`src/rtl/if_fetch_stage.sv`:
```
`default_nettype none
// ============================================================================
// Module      : if_fetch_stage
// Description : Instruction-fetch stage of the five-stage pipelined MIPS core.
//               Holds the PC, drives the word address of the combinational
//               program memory and registers the fetched instruction and its
//               PC+4 into the IF/ID boundary. Accepts redirects from MEM and
//               stalls from the hazard unit; inserts NOP bubbles whenever the
//               fetched word must not execute.
// Revision    : 1.0 - initial release
// ----------------------------------------------------------------------------
// Parameters
//   MEMORY_DEPTH   program memory depth in 32-bit words
//   PC_RESET       PC after reset and byte base address of program memory
// Ports
//   clk            pipeline clock, rising edge
//   reset          asynchronous active-low reset
//   Stall          hold PC and IF/ID registers
//   Redirect       taken branch / jump / jr resolved in MEM
//   RedirectTarget new PC, valid with Redirect
//   IMemAddr       word address into program memory (combinational from PC)
//   IMemData       instruction word for IMemAddr
//   PC             current fetch PC
//   ID_Instruction registered instruction for decode
//   ID_PC_4        registered PC+4 of that instruction
//   ID_Valid       1 = real instruction, 0 = bubble
//   Flush          combinational copy of Redirect (squash ID/EX, EX/MEM)
//   FetchFault     sticky misaligned / out-of-range fetch flag
// ============================================================================
module if_fetch_stage #(
   parameter int          MEMORY_DEPTH = 512,
   parameter logic [31:0] PC_RESET     = 32'h0040_0000
) (
   input  logic                            clk,
   input  logic                            reset,
   input  logic                            Stall,
   input  logic                            Redirect,
   input  logic [31:0]                     RedirectTarget,
   output logic [$clog2(MEMORY_DEPTH)-1:0] IMemAddr,
   input  logic [31:0]                     IMemData,
   output logic [31:0]                     PC,
   output logic [31:0]                     ID_Instruction,
   output logic [31:0]                     ID_PC_4,
   output logic                            ID_Valid,
   output logic                            Flush,
   output logic                            FetchFault
);

   localparam int          AW    = $clog2(MEMORY_DEPTH);
   localparam logic [31:0] C_NOP = 32'h0000_0000;   // sll $0,$0,0

   typedef enum logic {
      ST_RUN   = 1'b0,
      ST_FAULT = 1'b1
   } state_t;

   state_t      r_state;
   state_t      w_state_nxt;

   logic [31:0] r_pc;
   logic [31:0] w_pc_nxt;
   logic [31:0] r_inst;
   logic [31:0] w_inst_nxt;
   logic [31:0] r_pc4;
   logic [31:0] w_pc4_nxt;
   logic        r_valid;
   logic        w_valid_nxt;
   logic        r_fault;
   logic        w_fault_nxt;

   logic [31:0] w_off;
   logic [31:0] w_pc_plus4;
   logic [31:0] w_target_aligned;
   logic        w_in_range;
   logic        w_unused_off;

   // Byte offset into program memory; wraps so PCs below the base look huge
   // and therefore fail the range check.
   assign w_off            = r_pc - PC_RESET;
   assign w_pc_plus4       = r_pc + 32'd4;
   assign w_target_aligned = {RedirectTarget[31:2], 2'b00};
   assign w_in_range       = (r_pc[1:0] == 2'b00) &&
                             ({2'b00, w_off[31:2]} < 32'(MEMORY_DEPTH));
   // Byte-lane bits of the offset only matter through r_pc[1:0] above.
   assign w_unused_off     = ^w_off[1:0];

   assign IMemAddr         = w_off[AW+1:2];

   // ------------------------------------------------------------------------
   // State register
   // ------------------------------------------------------------------------
   always_ff @(posedge clk or negedge reset) begin
      if (!reset) begin
         r_state <= ST_RUN;
         r_pc    <= PC_RESET;
         r_inst  <= C_NOP;
         r_pc4   <= 32'd0;
         r_valid <= 1'b0;
         r_fault <= 1'b0;
      end else begin
         r_state <= w_state_nxt;
         r_pc    <= w_pc_nxt;
         r_inst  <= w_inst_nxt;
         r_pc4   <= w_pc4_nxt;
         r_valid <= w_valid_nxt;
         r_fault <= w_fault_nxt;
      end
   end

   // ------------------------------------------------------------------------
   // Next-state logic. Priority in RUN: Redirect > fault > Stall > advance.
   // ------------------------------------------------------------------------
   always_comb begin
      w_state_nxt = r_state;
      w_pc_nxt    = r_pc;
      w_inst_nxt  = r_inst;
      w_pc4_nxt   = r_pc4;
      w_valid_nxt = r_valid;
      w_fault_nxt = r_fault;

      if (Redirect) begin
         // Redirect wins in either state and always leaves a bubble behind.
         w_state_nxt = ST_RUN;
         w_pc_nxt    = w_target_aligned;
         w_inst_nxt  = C_NOP;
         w_pc4_nxt   = 32'd0;
         w_valid_nxt = 1'b0;
         if (RedirectTarget[1:0] != 2'b00) begin
            w_fault_nxt = 1'b1;
         end
      end else begin
         case (r_state)
            ST_RUN: begin
               if (!w_in_range) begin
                  w_state_nxt = ST_FAULT;
                  w_fault_nxt = 1'b1;
                  w_inst_nxt  = C_NOP;
                  w_pc4_nxt   = 32'd0;
                  w_valid_nxt = 1'b0;
               end else if (!Stall) begin
                  w_pc_nxt    = w_pc_plus4;
                  w_inst_nxt  = IMemData;
                  w_pc4_nxt   = w_pc_plus4;
                  w_valid_nxt = 1'b1;
               end
            end
            ST_FAULT: begin
               // Parked: PC holds, bubbles stream out, Stall is irrelevant.
               w_inst_nxt  = C_NOP;
               w_pc4_nxt   = 32'd0;
               w_valid_nxt = 1'b0;
            end
            default: begin
               w_state_nxt = ST_RUN;
            end
         endcase
      end
   end

   assign PC             = r_pc;
   assign ID_Instruction = r_inst;
   assign ID_PC_4        = r_pc4;
   assign ID_Valid       = r_valid;
   assign FetchFault     = r_fault;
   assign Flush          = Redirect;

endmodule
`default_nettype wire

```
`config.mk`:
```
export PLATFORM = sky130hd
export DESIGN_NAME = if_fetch_stage
export DESIGN_NICKNAME = d
export VERILOG_FILES = /design/src/rtl/if_fetch_stage.sv
export SDC_FILE = /design/constraint.sdc
export NUM_CORES = 1
export LEC_CHECK = 0
export CELL_PAD_IN_SITES_DETAIL_PLACEMENT = 1
export CELL_PAD_IN_SITES_GLOBAL_PLACEMENT = 2
export CORE_ASPECT_RATIO = 1.2
export CORE_MARGIN = 2
export CORE_UTILIZATION = 38
export CTS_CLUSTER_SIZE = 14
export DETAILED_ROUTE_END_ITERATION = 12
export DONT_BUFFER_PORTS = 1
export GPL_TIMING_DRIVEN = 0
export HOLD_SLACK_MARGIN = 0.06
export PLACE_DENSITY_LB_ADDON = 0.1
export SLEW_MARGIN = 20
export SYNTH_ARGS = -nofsm -noshare
export SYNTH_HDL_FRONTEND = slang
export SYNTH_SLANG_ARGS = --single-unit
```
`constraint.sdc`:
```
create_clock -name clk -period 2.4 [get_ports clk]
set_input_delay 0.6 -clock clk [delete_from_list [all_inputs] [get_ports clk]]
set_output_delay 0.6 -clock clk [all_outputs]
set_load 0.02 [all_outputs]
```
=== Word-level counts from Yosys, hierarchy flattened ===
Cells that the tools add are included.

* Flip-flop bits (word level): 99
* ROM bits: 0
* Bits in latches: 0
* Word-level logic and storage cells: 43
* Memories kept: 0
* Output and inout port bits: 108
* Memory bits (writable): 0

* Shift operators: 0
* Muxes and demuxes: 22
* Multiply operators: 0
* Equality and inequality tests: 5
* Bitwise gates (word level): 1
* $add $sub $neg: 2
* Div/mod/pow operators: 0
* Magnitude comparators: 1
* Reductions and logical operators: 6

{| class="wikitable"
|+ Operators with widths
! cell !! number
|-
| $mux 32 || 9
|-
| $pmux 32 s2 || 2
|-
| $add 32x3->32 const B || 1
|-
| $sub 32x23->32 const B || 1
|-
| $lt 30x10->1 const B || 1
|-
| $mux 1 || 10
|-
| $reduce_and 3->1 || 2
|-
| $ne 2x1->1 const B || 2
|-
| $ne 2x2->1 const B || 2
|-
| $ne 4x4->1 const B || 1
|-
| $reduce_bool 2->1 || 2
|-
| $logic_not 2->1 || 1
|-
| $pmux 1 s2 || 1
|-
| $logic_and 1x1->1 || 1
|-
| $not 1->1 || 1
|}

=== Depth between registers and ports, before layout ===
* Depth in word-level cells: 6
* Mapped depth: 6

=== Worst setup path after synthesis ===
OpenSTA, ideal clock, no wires.

* Path type: flip-flop to flip-flop
* Start: register r_pc[30] (netlist: PC[30])
* End: register r_pc4[11] (netlist: ID_PC_4[11])
* Arrival: 1.892 ns
* Buffers on the path: 2
* Path slack: 0.422 ns
* Library setup time: 0.087 ns
* Clock period less this slack: 1.978 ns
* Cell stages (with the launch flop): 7
* Path through: dfrtp_1 nor4_4 nand4_4 or4_1 buf_4 buf_6 a211oi_2

* Word-level cells in the longest chain between the ends: 6
* Elaborated cells on any way between the ends: 7

{| class="wikitable"
|+ RTL lines
! what !! RTL line !! text
|-
| from (decl) || 60 || <nowiki>logic [31:0] r_pc;</nowiki>
|-
| from (signal assigned) || 102 || <nowiki>r_pc <= w_pc_nxt;</nowiki>
|-
| $sub 32x23->32 * || 79 || <nowiki>assign w_off = r_pc - PC_RESET;</nowiki>
|-
| $lt 30x10->1 * || 83 || <nowiki>({2'b00, w_off[31:2]} < 32'(MEMORY_DEPTH));</nowiki>
|-
| $logic_and 1x1->1 * || 82 || <nowiki>assign w_in_range = (r_pc[1:0] == 2'b00) &&</nowiki>
|-
| $mux 32 || 134 || <nowiki>if (!w_in_range) begin</nowiki>
|-
| $pmux 32 s2 || 132 || <nowiki>case (r_state)</nowiki>
|-
| $mux 32 || 121 || <nowiki>if (Redirect) begin</nowiki>
|-
| to (signal assigned) || 104 || <nowiki>r_pc4 <= w_pc4_nxt;</nowiki>
|-
| to (decl) || 64 || <nowiki>logic [31:0] r_pc4;</nowiki>
|}

Every way passes the cells marked *; elsewhere a longest branch is shown, timed or not.
A chain may end at the register's enable or synchronous reset.

=== Worst setup path in the final report ===
* Start: register r_pc[3] (netlist: PC[3])
* End: register r_pc[10] (netlist: PC[10])

* Word-level cells in the longest chain between the ends: 5
* Elaborated cells on any way between the ends: 10

{| class="wikitable"
|+ RTL lines
! what !! RTL line
|-
| $sub 32x23->32 / $add 32x3->32 (equally long branches) || 79, 80
|-
| $lt 30x10->1 / $mux 32 (equally long branches) || 83, 140
|-
| $logic_and 1x1->1 / $mux 32 (equally long branches) || 82, 134
|-
| $reduce_bool 2->1 (no source line) / $mux 32 (equally long branches) || -
|-
| $reduce_and 3->1 (no source line) / $mux 32 (equally long branches) || -
|}

Several ways; a longest one is shown, not always the timed one. The select of a mux whose other input is x is not followed.

==> reports/qor.yml <==
outcome:
  status: "finished with violations"
  violations: "hold timing"
global_routing:
  grtUsageTotal_pct: 16.78
  antenna_found_initial: 0
  grt_pass1_vias: 2891
  grt_start_max_net_pins: 97
  grt_pass1_wl_mm: 15.53
  overflow: 0
floorplan:
  core_mm2: 0.01057
  boundaryPins: 176
  die_x_um: 99.39
  dieArea_mm2: 0.01177
  initial_utilization_pct: 39.26
  die_y_um: 118.5
  rows: 41
logic_synthesis:
  avgSynthCellArea_um2: 11.65
  synthesis.area_mm2: 0.004149
  synth-main-ff-cell: "dfrtp_1"
  synth_edf_count: 0
  ys_seq_elements: 96
  ys_warn_count: 0
  synthCells: 356
  yosysUniqueCellTypes: 38
  synthArstFlopShare_pct: 100.0
  seq_area_frac_synth_pct: 57.93
power_and_ir_drop:
  p_leak_nw: 2.055
  p_total_mw: 3.453
  p_per_area_mw_per_mm2: 749.0
  ir_drop_mv: 0.3425
timing:
  relSlewSlack_pct: 53.06
  rsz0062_at_grt: "no"
  tns_ns: 0
  drv_slew: 0
  finalCritPeriodShare_pct: 94.83
  worst_slew_pin_slew_ns: 0.7040
  fmax_ghz: 0.4394
  min_period_ns: 2.276
  fin_worst_skew_ns: 0.007739
  holdWs_ns: -0.04708
  hold_violations: 95
  finalSetupViolations: 0
  layout_setup_ws_ns: 0.1241
place:
  port_buffers: 0
  place_hpwl_mm: 7.022
  post_dp_cell_area_mm2: 0.004314
  post-place-ws_ns: 0.05788
  gp_congestion: 0.7555
drt:
  met1_length_mm: 3.906
  vias: 2663
  drt_iter0_drc: 56
  vias_per_cell: 5.305
  wl_per_cell_um: 19.17
  top_layer_used: "met4"
  drc: 0
  wl_met2_mm: 4.658
  finalWirelength_mm: 9.623
  drtPass1Iterations: 4
  ant_nets: 0
  wl_met3_um: 928
cts:
  cts_setup_buffers: 0
  path_clk_slew_ns: 0.07
  cts.sinks: 96
  cts_buffers: 9
  clock-root-buffer: "clkbuf_16"
  insertion_delay_ns: 0.34
  htree_levels: 3
  cts_tree: "done"
  clk_path_buf_depth: 2
finish:
  drive_above_1_share_pct: 18.23
  syn_to_final_growth_pct: 11.13
  final_cell_area_mm2: 0.004611
  antennaDiodeCount: 0
  final_nets: 437
critical_path:
  cp.required_ns: 2.66
  path_class: "reg2reg"
  arrival_ns: 2.54
  cp-start-kind: "register"
  cp_max_fo: 6
  cp-end-kind: "register"
min_path:
  hold_class: "in2async"
flow_run:
  max_cap_viol_count: 0
==> power by group <==
part	total, mW	switching, mW	internal, mW	leakage (nW)
Combinational	0.264	0.140	0.124	0.660
Clock	1.38	0.632	0.744	0.136
Sequential	1.81	0.144	1.67	1.26
==> routing by layer <==
layer  GRT usage, %  vias up
met1          20.59     1318
met4          6.164        0
met5              0        -
li1               -     1223
met2          26.90      113
met3          6.268        9
==> synth_stat cells (2+ instances only) <==
cell type	count	share of area [%]
a211oi_1	4	0.72
a21oi_1	3	0.36
a21oi_2	5	1.1
a22oi_1	2	0.36
a31oi_1	7	1.1
and2_1	20	3.0
and4_1	2	0.42
buf_1	2	0.18
buf_4	14	2.5
buf_6	4	1.1
clkbuf_1	13	1.2
dfrtp_1	95	57
inv_1	6	0.54
mux2_2	20	5.4
mux2i_1	32	7.7
nand2_1	11	1.0
nand3_1	9	1.1
nand4_1	3	0.45
nor2_1	56	5.1
nor2b_1	2	0.30
nor3_1	2	0.24
nor4_1	5	0.75
o21ai_0	8	0.97
o31ai_1	4	0.72
or2_2	2	0.30
or3_1	2	0.30
or4_1	6	1.1
xnor2_1	6	1.3
xor2_1	2	0.42
==> area by class of cell <==
type,instances,area [µm²]
Sequential cell,96,2405
Fill cell,1138,5957
Inverter,6,22.52
Clock buffer,10,239.0
Tap cell,129,161.4
Multi-Input combinational cell,222,1526
Buffer,33,206.4
Clock inverter,6,50.05
==> worst paths after layout <==
kind	startpoint	endpoint	slack, ns	depth (start not counted)
worst max-delay path	PC[3]$_DFFE_PN0P_	PC[10]$_DFFE_PN0P_	0.12	5
worst min-delay path	reset	ID_PC_4[9]$_DFFE_PN0P_	-0.05	0
worst max register to register	PC[3]$_DFFE_PN0P_	PC[10]$_DFFE_PN0P_	0.12	5
worst min register to register	ID_PC_4[27]$_DFFE_PN0P_	ID_PC_4[27]$_DFFE_PN0P_	0.64	1
max in group asynchronous	reset	PC[22]$_DFFE_PN1P_	2.20	0
min in group clk	RedirectTarget[11]	PC[11]$_DFFE_PN0P_	0.39	2
==> timing repair <==
action	in CTS	in global routing
endpoints found under the setup margin	0	40
gates resized for setup	0	2
hold endpoints to repair	95	95
==> cells in the final DEF (no fill, tap or decap), drive strengths merged, types with 4 or more instances in the layout <==
cell type / count
nand2: 11
nand4: 4
a21oi: 8
a211oi: 5
o21ai: 8
clkbuf: 23
a31oi: 7
buf: 20
or4: 6
o31ai: 4
nand3: 9
nor2: 56
and2: 20
inv: 9
mux2i: 32
mux2: 20
nor4: 6
xnor2: 6
dfrtp: 95
==> cells by family after synthesis <==
group / share of synthesized area, %
AO/OA/AOI/OAI: 5.730
XOR/XNOR: 1.689
adder cells (fa/ha/maj): 0.3015
buffers and inverters: 5.519
flip-flops: 57.93
multiplexers: 13.15
other: 0.09038
AND/OR/NAND/NOR: 15.59
==> flip-flops by register name, indices dropped and copies added, names as in the netlist <==
register        cells
PC                 30
ID_Valid            1
ID_Instruction     32
FetchFault          1
ID_PC_4            31
r_state             1
==> metrics by stage <==
stage / cells / util (%)
after floorplan: 357 / -
after global placement: 486 / 40.82
after detailed placement: 486 / 40.82
after CTS: 502 / 43.56
after global routing: 502 / 43.63
final: 502 / 43.63
==> worst max-delay path, cell delays in order (launching register included) <==
cell,delay [ns]
dfrtp_1,0.57
ha_1,0.30
nand3_1,0.25
or3_1,0.50
or4_1,0.41
a31oi_1,0.17
Power figures use the tool's default switching activity.
